`src/rtl/host_transmitter_pkg.sv`:
```
// Shared definitions for the transmit-direction DMA engine: FSM encoding,
// framing bit positions and master-bus header tags.
package host_transmitter_pkg;

  // Transmit FSM states
  typedef enum logic [3:0] {
    TX_IDLE  = 4'd0,
    REQ0     = 4'd1,
    REQ1     = 4'd2,
    REQ2     = 4'd3,
    WAIT_LEN = 4'd4,
    DATA     = 4'd5,
    DRAIN    = 4'd6,
    GAP      = 4'd7,
    ADVANCE  = 4'd8
  } tx_state_t;

  // 18-bit FIFO framing: start/end markers on master/completion words,
  // byte-valid flag on PHY words.
  localparam int START_BIT     = 17;
  localparam int END_BIT       = 16;
  localparam int PHY_VALID_BIT = 8;

  // Master-bus header tags (read issued here, write used by the receive path)
  localparam logic [7:0] TAG_RD = 8'h10;
  localparam logic [7:0] TAG_WR = 8'h90;

  // Bytes carried by one completion halfword
  localparam int HW_BYTES = 2;

  // Clamp a host-supplied frame length to what fits in a slot
  function automatic logic [15:0] clamp_len(input logic [15:0] raw,
                                            input logic [15:0] max_len);
    return (raw > max_len) ? max_len : raw;
  endfunction

endpackage

```
`src/rtl/host_transmitter_byte_splitter.sv`:
```
// Halfword-to-byte buffer: holds one completion halfword and hands out its
// bytes high byte first. A new halfword may only be loaded while empty.
module tx_byte_splitter
  import host_transmitter_pkg::*;
(
  input  logic        sys_clk,
  input  logic        sys_rst,
  input  logic        load,
  input  logic [15:0] load_data,
  input  logic        pop,
  input  logic        flush,
  output logic        empty,
  output logic [7:0]  byte_out
);

  logic [1:0] count_reg;
  logic [1:0] count_next;

  genvar gi;
  generate
    for (gi = 0; gi < HW_BYTES; gi++) begin : g_lane
      logic [7:0] lane_reg;
      // Capture one byte lane of the incoming halfword; lane 0 is the high byte
      always_ff @(posedge sys_clk) begin
        if (sys_rst) begin
          lane_reg <= '0;
        end else if (load) begin
          lane_reg <= load_data[8*(HW_BYTES-1-gi) +: 8];
        end
      end
    end
  endgenerate

  // Occupancy: flush wins (drops an odd trailing byte), load fills, pop drains
  always_comb begin
    count_next = count_reg;
    if (flush) begin
      count_next = 2'd0;
    end else if (load) begin
      count_next = 2'(HW_BYTES);
    end else if (pop && (count_reg != 2'd0)) begin
      count_next = count_reg - 2'd1;
    end
  end

  // Occupancy register
  always_ff @(posedge sys_clk) begin
    if (sys_rst) begin
      count_reg <= 2'd0;
    end else begin
      count_reg <= count_next;
    end
  end

  assign empty    = (count_reg == 2'd0);
  assign byte_out = (count_reg == 2'd2) ? g_lane[0].lane_reg : g_lane[1].lane_reg;

endmodule

```
`src/rtl/host_transmitter.sv`:
```
// Transmit DMA engine: reads one ring slot per frame from host memory via the
// master FIFO, serialises the completion payload into the PHY TX FIFO,
// appends an inter-frame gap and advances the consumer pointer.
module host_transmitter
  import host_transmitter_pkg::*;
#(
  parameter int         SLOT_WORDS = 32,
  parameter int         IFG_BYTES  = 12,
  parameter logic [7:0] RD_TAG     = TAG_RD
) (
  input  logic        sys_clk,
  input  logic        sys_rst,
  input  logic [7:0]  dma_status,
  input  logic [29:0] dma_addr_start,
  input  logic [29:0] dma_addr_end,
  input  logic [29:0] dma_addr_tail,
  output logic [29:0] dma_addr_cur,
  output logic [17:0] mst_din,
  input  logic        mst_full,
  output logic        mst_wr_en,
  input  logic [17:0] cpl_dout,
  input  logic        cpl_empty,
  output logic        cpl_rd_en,
  output logic [17:0] phy_din,
  input  logic        phy_full,
  output logic        phy_wr_en,
  output logic [15:0] tx_frames
);

  localparam logic [29:0] SLOT_DW      = 30'(SLOT_WORDS / 2);
  localparam logic [15:0] MAXLEN       = 16'(2 * (SLOT_WORDS - 1));
  localparam logic [7:0]  SLOT_WORDS_B = 8'(SLOT_WORDS);
  localparam logic [15:0] IFG_LAST     = (IFG_BYTES > 0) ? 16'(IFG_BYTES - 1) : 16'd0;
  // Where a finished frame goes next; a zero gap skips straight to the pointer update
  localparam tx_state_t   POST_FRAME   = (IFG_BYTES > 0) ? GAP : ADVANCE;

  tx_state_t   state_reg, state_next;
  logic [29:0] cur_reg, cur_next;
  logic [15:0] len_reg, len_next;
  logic [15:0] byte_cnt_reg, byte_cnt_next;
  logic [15:0] gap_cnt_reg, gap_cnt_next;
  logic        end_seen_reg, end_seen_next;   // last popped completion word carried END
  logic        trunc_reg, trunc_next;         // completion ended before len bytes
  logic [15:0] frames_reg, frames_next;

  logic        split_load, split_pop, split_flush, split_empty;
  logic [7:0]  split_byte;
  logic [15:0] hdr_len;

  // Bits of the status word other than TX enable, and the receive-path tag, are not used here
  logic unused_ok;
  assign unused_ok = &{1'b0, dma_status[7:2], dma_status[0], TAG_WR};

  assign hdr_len = clamp_len(cpl_dout[15:0], MAXLEN);

  tx_byte_splitter u_splitter (
    .sys_clk   (sys_clk),
    .sys_rst   (sys_rst),
    .load      (split_load),
    .load_data (cpl_dout[15:0]),
    .pop       (split_pop),
    .flush     (split_flush),
    .empty     (split_empty),
    .byte_out  (split_byte)
  );

  // Next-state, datapath updates and FIFO strobes
  always_comb begin
    state_next    = state_reg;
    cur_next      = cur_reg;
    len_next      = len_reg;
    byte_cnt_next = byte_cnt_reg;
    gap_cnt_next  = gap_cnt_reg;
    end_seen_next = end_seen_reg;
    trunc_next    = trunc_reg;
    frames_next   = frames_reg;
    mst_wr_en     = 1'b0;
    mst_din       = '0;
    cpl_rd_en     = 1'b0;
    phy_wr_en     = 1'b0;
    phy_din       = '0;
    split_load    = 1'b0;
    split_pop     = 1'b0;
    split_flush   = 1'b0;

    case (state_reg)
      TX_IDLE: begin
        byte_cnt_next = '0;
        gap_cnt_next  = '0;
        end_seen_next = 1'b0;
        trunc_next    = 1'b0;
        if (cur_reg == '0) begin
          cur_next = dma_addr_start;
        end else if (dma_status[1] && (cur_reg != dma_addr_tail)) begin
          state_next = REQ0;
        end
      end

      REQ0: begin
        if (!mst_full) begin
          mst_wr_en  = 1'b1;
          mst_din    = {2'b10, RD_TAG, SLOT_WORDS_B};
          state_next = REQ1;
        end
      end

      REQ1: begin
        if (!mst_full) begin
          mst_wr_en  = 1'b1;
          mst_din    = {2'b00, cur_reg[29:14]};
          state_next = REQ2;
        end
      end

      REQ2: begin
        if (!mst_full) begin
          mst_wr_en  = 1'b1;
          mst_din    = {2'b01, cur_reg[13:0], 2'b00};
          state_next = WAIT_LEN;
        end
      end

      WAIT_LEN: begin
        // Skip stray words until the header carrying the byte length
        if (!cpl_empty) begin
          cpl_rd_en     = 1'b1;
          end_seen_next = cpl_dout[END_BIT];
          if (cpl_dout[START_BIT]) begin
            len_next = hdr_len;
            if (hdr_len == '0) begin
              state_next = cpl_dout[END_BIT] ? ADVANCE : DRAIN;
            end else begin
              state_next = DATA;
            end
          end
        end
      end

      DATA: begin
        if (split_empty) begin
          if (end_seen_reg) begin
            // Completion finished short of len: frame is abandoned but still gapped
            trunc_next = 1'b1;
            state_next = POST_FRAME;
          end else if (!cpl_empty) begin
            cpl_rd_en     = 1'b1;
            split_load    = 1'b1;
            end_seen_next = cpl_dout[END_BIT];
          end
        end else if (!phy_full) begin
          phy_wr_en                = 1'b1;
          phy_din[PHY_VALID_BIT]   = 1'b1;
          phy_din[7:0]             = split_byte;
          split_pop                = 1'b1;
          byte_cnt_next            = byte_cnt_reg + 16'd1;
          if ((byte_cnt_reg + 16'd1) == len_reg) begin
            split_flush = 1'b1;
            state_next  = end_seen_reg ? POST_FRAME : DRAIN;
          end
        end
      end

      DRAIN: begin
        if (!cpl_empty) begin
          cpl_rd_en = 1'b1;
          if (cpl_dout[END_BIT]) begin
            state_next = (len_reg == '0) ? ADVANCE : POST_FRAME;
          end
        end
      end

      GAP: begin
        if (!phy_full) begin
          phy_wr_en    = 1'b1;
          gap_cnt_next = gap_cnt_reg + 16'd1;
          if (gap_cnt_reg == IFG_LAST) begin
            state_next = ADVANCE;
          end
        end
      end

      ADVANCE: begin
        cur_next = (cur_reg == dma_addr_end) ? dma_addr_start : cur_reg + SLOT_DW;
        if ((len_reg != '0) && !trunc_reg) begin
          frames_next = frames_reg + 16'd1;
        end
        state_next = TX_IDLE;
      end

      default: begin
        state_next = TX_IDLE;
      end
    endcase
  end

  // State and datapath registers
  always_ff @(posedge sys_clk) begin
    if (sys_rst) begin
      state_reg    <= TX_IDLE;
      cur_reg      <= '0;
      len_reg      <= '0;
      byte_cnt_reg <= '0;
      gap_cnt_reg  <= '0;
      end_seen_reg <= 1'b0;
      trunc_reg    <= 1'b0;
      frames_reg   <= '0;
    end else begin
      state_reg    <= state_next;
      cur_reg      <= cur_next;
      len_reg      <= len_next;
      byte_cnt_reg <= byte_cnt_next;
      gap_cnt_reg  <= gap_cnt_next;
      end_seen_reg <= end_seen_next;
      trunc_reg    <= trunc_next;
      frames_reg   <= frames_next;
    end
  end

  assign dma_addr_cur = cur_reg;
  assign tx_frames    = frames_reg;

endmodule

```
`config.mk`:
```
export PLATFORM = sky130hd
export DESIGN_NAME = host_transmitter
export DESIGN_NICKNAME = d
export VERILOG_FILES = /design/src/rtl/host_transmitter_pkg.sv /design/src/rtl/host_transmitter_byte_splitter.sv /design/src/rtl/host_transmitter.sv
export SDC_FILE = /design/constraint.sdc
export NUM_CORES = 1
export LEC_CHECK = 0
export ABC_AREA = 1
export CORE_ASPECT_RATIO = 1.1
export CORE_MARGIN = 2
export CORE_UTILIZATION = 50
export DETAILED_ROUTE_END_ITERATION = 10
export PLACE_DENSITY = 0.82
export SLEW_MARGIN = 20
export SYNTH_ARGS = -nofsm -noshare
export SYNTH_HDL_FRONTEND = slang
export SYNTH_SLANG_ARGS = --single-unit
export TNS_END_PERCENT = 10
```
`constraint.sdc`:
```
create_clock -name sys_clk -period 2.1 [get_ports sys_clk]
set_clock_uncertainty 0.05 [all_clocks]
set_input_delay 0.42 -clock sys_clk [delete_from_list [all_inputs] [get_ports sys_clk]]
set_output_delay 0.42 -clock sys_clk [all_outputs]
set_load 0.02 [all_outputs]
```
==> results of run 1 <==
==> final cells by class <==
| type | instances | area, um2 | share of cell area [%] |
|---|---|---|---|
| well taps | 200 | 250.2 | 2.053 |
| multi-input cells | 951 | 5160 | 42.32 |
| flip-flops and latches | 118 | 2390 | 19.60 |
| clock inverters | 8 | 95.09 | 0.7800 |
| inverters | 166 | 631.9 | 5.183 |
| repair buffers | 349 | 3163 | 25.94 |
| clock buffers | 24 | 501.7 | 4.115 |
==> logic make-up after synthesis <==
| kind of cell | Yosys count | share of synthesized area [%] |
|---|---|---|
| xor+xnor | 63 | 6.996 |
| simple gates | 673 | 37.78 |
| buf+inv | 222 | 11.21 |
| other cells | 1 | 0.04639 |
| compound gates | 199 | 13.67 |
| flops | 118 | 29.22 |
| fa+ha+maj | 7 | 1.083 |
==> power by group <==
group,switching (W),internal (W)
Sequential,0.000448,0.00258
Clock,0.00106,0.00189
Combinational,0.00332,0.00257
Total,0.00483,0.00704
==> final timing paths <==
check / cells after the start / end / start
worst min register to register: 1 / trunc_reg$_SDFFE_PP0P_ / trunc_reg$_SDFFE_PP0P_
worst max-delay path: 8 / mst_din[5] / state_reg[2]$_SDFFE_PP0P_
worst min-delay path: 1 / trunc_reg$_SDFFE_PP0P_ / trunc_reg$_SDFFE_PP0P_
worst max register to register: 16 / gap_cnt_reg[14]$_SDFFE_PP0P_ / state_reg[1]$_SDFFE_PP0P_
==> what timing repair did <==
| action | in CTS | in global routing |
|---|---|---|
| pin swaps | 8 | 10 |
| buffers inserted | 7 | 7 |
| setup endpoints to repair | 48 | 92 |
| cloned | 2 | 0 |
| gates resized for setup | 207 | 70 |
==> Yosys cell counts (all sizes together), types with 7 or more instances <==
master	n	area, um2
o31ai	12	90.09
nor2	176	745.7
or2	17	106.4
o21ai	76	380.4
inv	164	615.6
xnor2	30	262.8
ha	7	87.58
nand2	277	1077
nand3	107	545.5
nor4	9	56.30
nand4	31	193.9
dfxtp	118	2362
clkbuf	19	76.32
nor3	49	277.8
a21oi	87	435.4
xor2	32	280.3
buf	37	206.5
o211ai	7	52.55
==> metrics by stage <==
step	std cells	setup TNS [ns]	area, um2	setup slack (ns)	hold WS (ns)
after global routing	1816	-9.796	12190	-0.3330	0.4486
after detailed placement	1768	-24.63	11180	-0.4855	0.4146
after floorplan	1291	-0.1793	8177	-0.04482	0.3900
final	1816	-5.227	12190	-0.2477	0.4272
after global placement	1768	-21.32	11180	-0.4283	0.4170
after CTS	1809	-5.343	11970	-0.2858	0.4276
==> critical path, cell delays in order, from the launching register on <==
cell and delay (ns):
dfxtp_2 0.34, nor2_4 0.20, nand2_2 0.11, nor2_4 0.15, inv_1 0.10, nor2_1 0.12, inv_2 0.08, o211ai_1 0.18
buf_4 0.17
==> routing by layer <==
metal	vias to the layer above	global-route usage [%]	routed length, um
li1	4803	-	-
met2	491	57.43	14030
met3	119	6.757	2215
met5	-	0	0
met1	4536	37.69	11340
met4	0	17.28	1533
==> flow_summary.yaml, run 1 <==
clocking:
  max-clock-path-buffers: 2
  cts-buffers-inserted: 17
  cts.reportedPaths.clkPinSlew_ns: 0.06
  cts.sinks: 118
  cts_tree: "done"
  root_buffer: "clkbuf_16"
  hold_buffers: 0
  clk_latency_ns: 0.42
  cts_htree_levels: 4
floorplan:
  start_util_pct: 51.38
  die_area_mm2: 0.01720
  boundaryPins: 206
  die_x_um: 125.2
  die_h_um: 137.4
  design.core.area_mm2: 0.01574
  core.rowCount: 48
placed_design:
  dpl.hpwl_um: 21200
  portBuffers: 189
  gp_congestion: 1.027
yosys:
  synth-seq-cells: 118
  syn_avg_cell_area_um2: 6.301
  synth.distinct_cells: 50
  syn-cell-area_mm2: 0.008084
  synth_warnings: 0
  synth-seq-area-share_pct: 29.22
  synth_edf_count: 0
  async_reset_ff_share_pct: 0
  synth_ff_type: "dfxtp_1"
  synth_cells: 1283
drt:
  via_count: 9949
  routedWlPerCell_um: 16.04
  ant_nets: 0
  viasPerCell: 5.479
  first_pass_iters: 5
  routed_wl_um: 29120
  drt_iter0_drc: 927
  drc_errors: 0
timing:
  min_period_over_period_pct: 111.8
  max_freq_ghz: 0.4260
  period_needed_ns: 2.348
  slew_headroom_pct: 62.72
  rsz0062_at_grt: "yes"
  slew_violations: 0
  hold_viol: 0
  finalSetupViolCount: 37
  fin_ws_ns: -0.2477
  tightest_slew_ns: 0.5591
setup_path:
  ff2ff_setup_slack_ns: -0.09
  worstSetupStartpointType: "flop"
  path_class: "flop to output port"
  required_ns: 1.63
  end_kind: "output port"
  cp_max_fo: 5
  worstPathArrival_ns: 1.88
flow_run:
  max-cap-violations: 0
finish:
  largest_register_ffs: 30
  syn_to_final_growth_pct: 50.81
  fin_nets: 1731
  final_common_cell: "nand2_1"
  num_antenna_cells: 0
  n_fill_cell: 1150
  drive_gt1_share_pct: 23.02
  mostFrequentLayoutCells: "nand2_1 (258), buf_4 (162), clkdlybuf4s50_1 (156), nor2_1 (141), inv_1 (139)"
  final_util_pct: 77.48
run_status:
  status: "finished, violations left"
  failed_checks: "setup timing"
hold_path:
  hp-class: "flop to flop"
global_routing:
  grt_usage_pct: 32.68
  grt_pass1_vias: 9262
  grt_pass1_wl_um: 45380
  grt_max_degree: 49
  antenna_found_initial: 0
  grt.overflow.total: 0
power:
  p_leak_nw: 5.023
  power.density_mw_per_mm2: 973.5
  max-vdd-ir-drop_mv: 0.8716
  finalPower_w: 0.01187
Note: power is estimated with default switching activity, not from simulation.
==> run 2: changes to the inputs <==
Settings changed: ABC_CLOCK_PERIOD_IN_PS set to 2100, CORE_ASPECT_RATIO 1.1 to 1.2, CORE_UTILIZATION 50 to 51, PLACE_DENSITY 0.82 to 0.83, SYNTH_HIERARCHICAL set to 1.
==> flow_summary.yaml, run 2 <==
finish:
  mostFrequentLayoutCells: "nand2_1 (276), inv_1 (176), buf_4 (164), clkdlybuf4s50_1 (144), nor2_1 (130)"
  num_antenna_cells: 0
  syn_to_final_growth_pct: 49.31
  seqCellArea_mm2: 0.002390
  largest_register_ffs: 30
  final_util_pct: 78.16
  final_common_cell: "nand2_1"
  drive_gt1_share_pct: 22.20
  fin_nets: 1804
  multi_input_area_mm2: 0.005470
  n_fill_cell: 1178
  stdcell_count: 1901
global_routing:
  grt.overflow.total: 0
  grt_pass1_wl_um: 48790
  grt_usage_pct: 34.53
  grt_max_degree: 29
  antenna_found_initial: 0
  grt_pass1_vias: 10100
yosys:
  synth_warnings: 6
  netlist_top_cells_count: "nand2_1 (283), inv_1 (188), nor2_1 (151)"
  ys_top_cells_by_area: "dfxtp_1 (28%), nand2_1 (12%), inv_1 (8.3%), nand3_1 (6.9%), nor2_1 (6.7%)"
  synth-seq-area-share_pct: 27.73
  synth_top_area_cell: "dfxtp_1"
  synth_cells: 1353
  synth_ff_type: "dfxtp_1"
  syn-cell-area_mm2: 0.008518
  synth_edf_count: 0
  async_reset_ff_share_pct: 0
  syn_avg_cell_area_um2: 6.296
  synth-seq-cells: 118
  synth.top_cell.area_share_pct: 27.73
  synth.distinct_cells: 51
  yosys.cell_count.top_type: "nand2_1"
timing:
  max_freq_ghz: 0.4316
  period_needed_ns: 2.317
  slew_violations: 0
  finalSetupViolCount: 36
  fin_ws_ns: -0.2171
  hold_viol: 0
  rsz0062_at_grt: "yes"
  min_period_over_period_pct: 110.3
setup_path:
  worstSetupStartpointType: "flop"
  worstPathArrival_ns: 1.85
  path_class: "flop to output port"
  required_ns: 1.63
  cp_max_fo: 5
  end_kind: "output port"
power:
  switchingPower_w: 0.004859
  p_int_w: 0.006981
  pwr-share-comb_pct: 50.1
  max-vdd-ir-drop_mv: 0.7607
  finalPower_w: 0.01184
  clkPwrFrac_pct: 25.8
  p_leak_nw: 5.509
  power.share.switching_pct: 41.04
  seqPwrFrac_pct: 24.0
  power.density_mw_per_mm2: 930.9
floorplan:
  boundaryPins: 206
  die_area_mm2: 0.01776
  die_h_um: 145.6
  design.core.area_mm2: 0.01627
  die_x_um: 122.0
  core.rowCount: 51
  start_util_pct: 52.35
drt:
  routed_wl_um: 31530
  first_pass_iters: 6
  drc_errors: 0
  viasPerCell: 5.502
  via_count: 10460
  drt_iter0_drc: 842
  routedWlPerCell_um: 16.59
  ant_nets: 0
clocking:
  root_buffer: "clkbuf_16"
  hold_buffers: 0
  cts.reportedPaths.clkPinSlew_ns: 0.06
  cts_tree: "done"
  cts-buffers-inserted: 17
  cts.sinks: 118
  clk_latency_ns: 0.44
  cts_htree_levels: 4
  max-clock-path-buffers: 2
placed_design:
  portBuffers: 189
  gp_congestion: 1.054
  dpl.hpwl_um: 22930
  placedCellCount: 1855
flow_run:
  max-cap-violations: 0
run_status:
  status: "finished, violations left"
  failed_checks: "setup timing"
hold_path:
  hp-class: "primary input to flop"
[run 2: cell types whose count changed after synthesis, moves of 4 or more]
cell / before / now
clkbuf_1: 15 / 19
nand4_1: 31 / 36
or2_2: 14 / 10
nand3_1: 105 / 118
nor2_1: 156 / 151
inv_1: 151 / 188
xor2_1: 32 / 39
o21ai_0: 70 / 63
buf_4: 10 / 15
nand2_1: 264 / 283
inv_2: 13 / 6
a21oi_1: 87 / 77
[run 2: worst max-delay path: stages, from the launching register on]
cell	delay (ns)
dfxtp_4	0.37
inv_4	0.07
nand2_4	0.05
inv_4	0.06
nand2_4	0.06
nor2_4	0.09
inv_2	0.07
nor2_4	0.15
clkinvlp_4	0.20
nor2_1	0.14
buf_4	0.15
[run 2: timing repair]
action | in CTS | in global routing
setup buffers | 7 | 7
endpoints found under the hold margin | 0 | 0
cloned | 1 | 1
gates resized for setup | 235 | 69
pin swaps | 9 | 8
setup endpoints to repair | 83 | 95
[run 2: power by group through the flow]
stage               Clock, W  Combinational (W)  Sequential, W
global placement           0            0.00541        0.00284
CTS                  0.00306            0.00558        0.00282
floorplan                  0            0.00277        0.00301
finish               0.00306            0.00593        0.00285
detailed placement         0            0.00547        0.00285
global route         0.00319            0.00634        0.00287
[run 2: path summary, 6_finish.rpt]
| check | cells past startpoint | end | slack (ns) | from |
|---|---|---|---|---|
| hold reg to reg | 2 | u_splitter/g_lane[1].lane_reg[4]$_SDFFE_PP0P_ | 0.41 | u_splitter/g_lane[1].lane_reg[4]$_SDFFE_PP0P_ |
| setup reg to reg | 16 | state_reg[0]$_SDFFE_PP0P_ | -0.15 | byte_cnt_reg[1]$_SDFFE_PP0P_ |
| hold / removal | 2 | tx_frames[12]$_SDFFE_PP0P_ | 0.32 | sys_rst |
| setup / recovery | 10 | phy_din[3] | -0.22 | state_reg[3]$_SDFFE_PP0P_ |
[run 2: final cells by class]
class | instances | area share (%)
inverter | 195 | 5.903
tap | 212 | 2.086
multi-input combinational | 986 | 43.01
clock inverter | 14 | 1.397
clock buffer | 18 | 3.453
sequential | 118 | 18.79
timing repair buffer | 357 | 25.30
timing repair inverter | 1 | 0.05903
[run 2: routing by layer]
layer,vias to the layer above,track usage [%],share of wire [%]
met4,0,19.43,5.1
li1,5006,-,-
met2,559,60.06,50
met5,-,0,0
met3,120,7.053,8.6
met1,4774,38.72,37
[run 2: cell families after synthesis]
family / synth area share, %
and+or+nand+nor: 38.87
xor gates and xnor gates: 7.726
other: 0.04402
buffers and inverters: 12.62
DFF: 27.73
AOI/OAI and AO/OA: 11.99
adders and majority gates: 1.028
[run 2: stage by stage]
step	setup slack [ns]	cell area, um2	hold slack (ns)	TNS [ns]
2_1_floorplan	-0.01365	8548	0.3761	-0.1092
3_3_place_gp	-0.7525	11620	0.3901	-21.35
3_5_place_dp	-0.7432	11620	0.3959	-23.42
4_1_cts	-0.1674	12440	0.3085	-3.611
5_1_grt	-0.2669	12720	0.3178	-7.204
6_report	-0.2171	12720	0.3203	-4.127
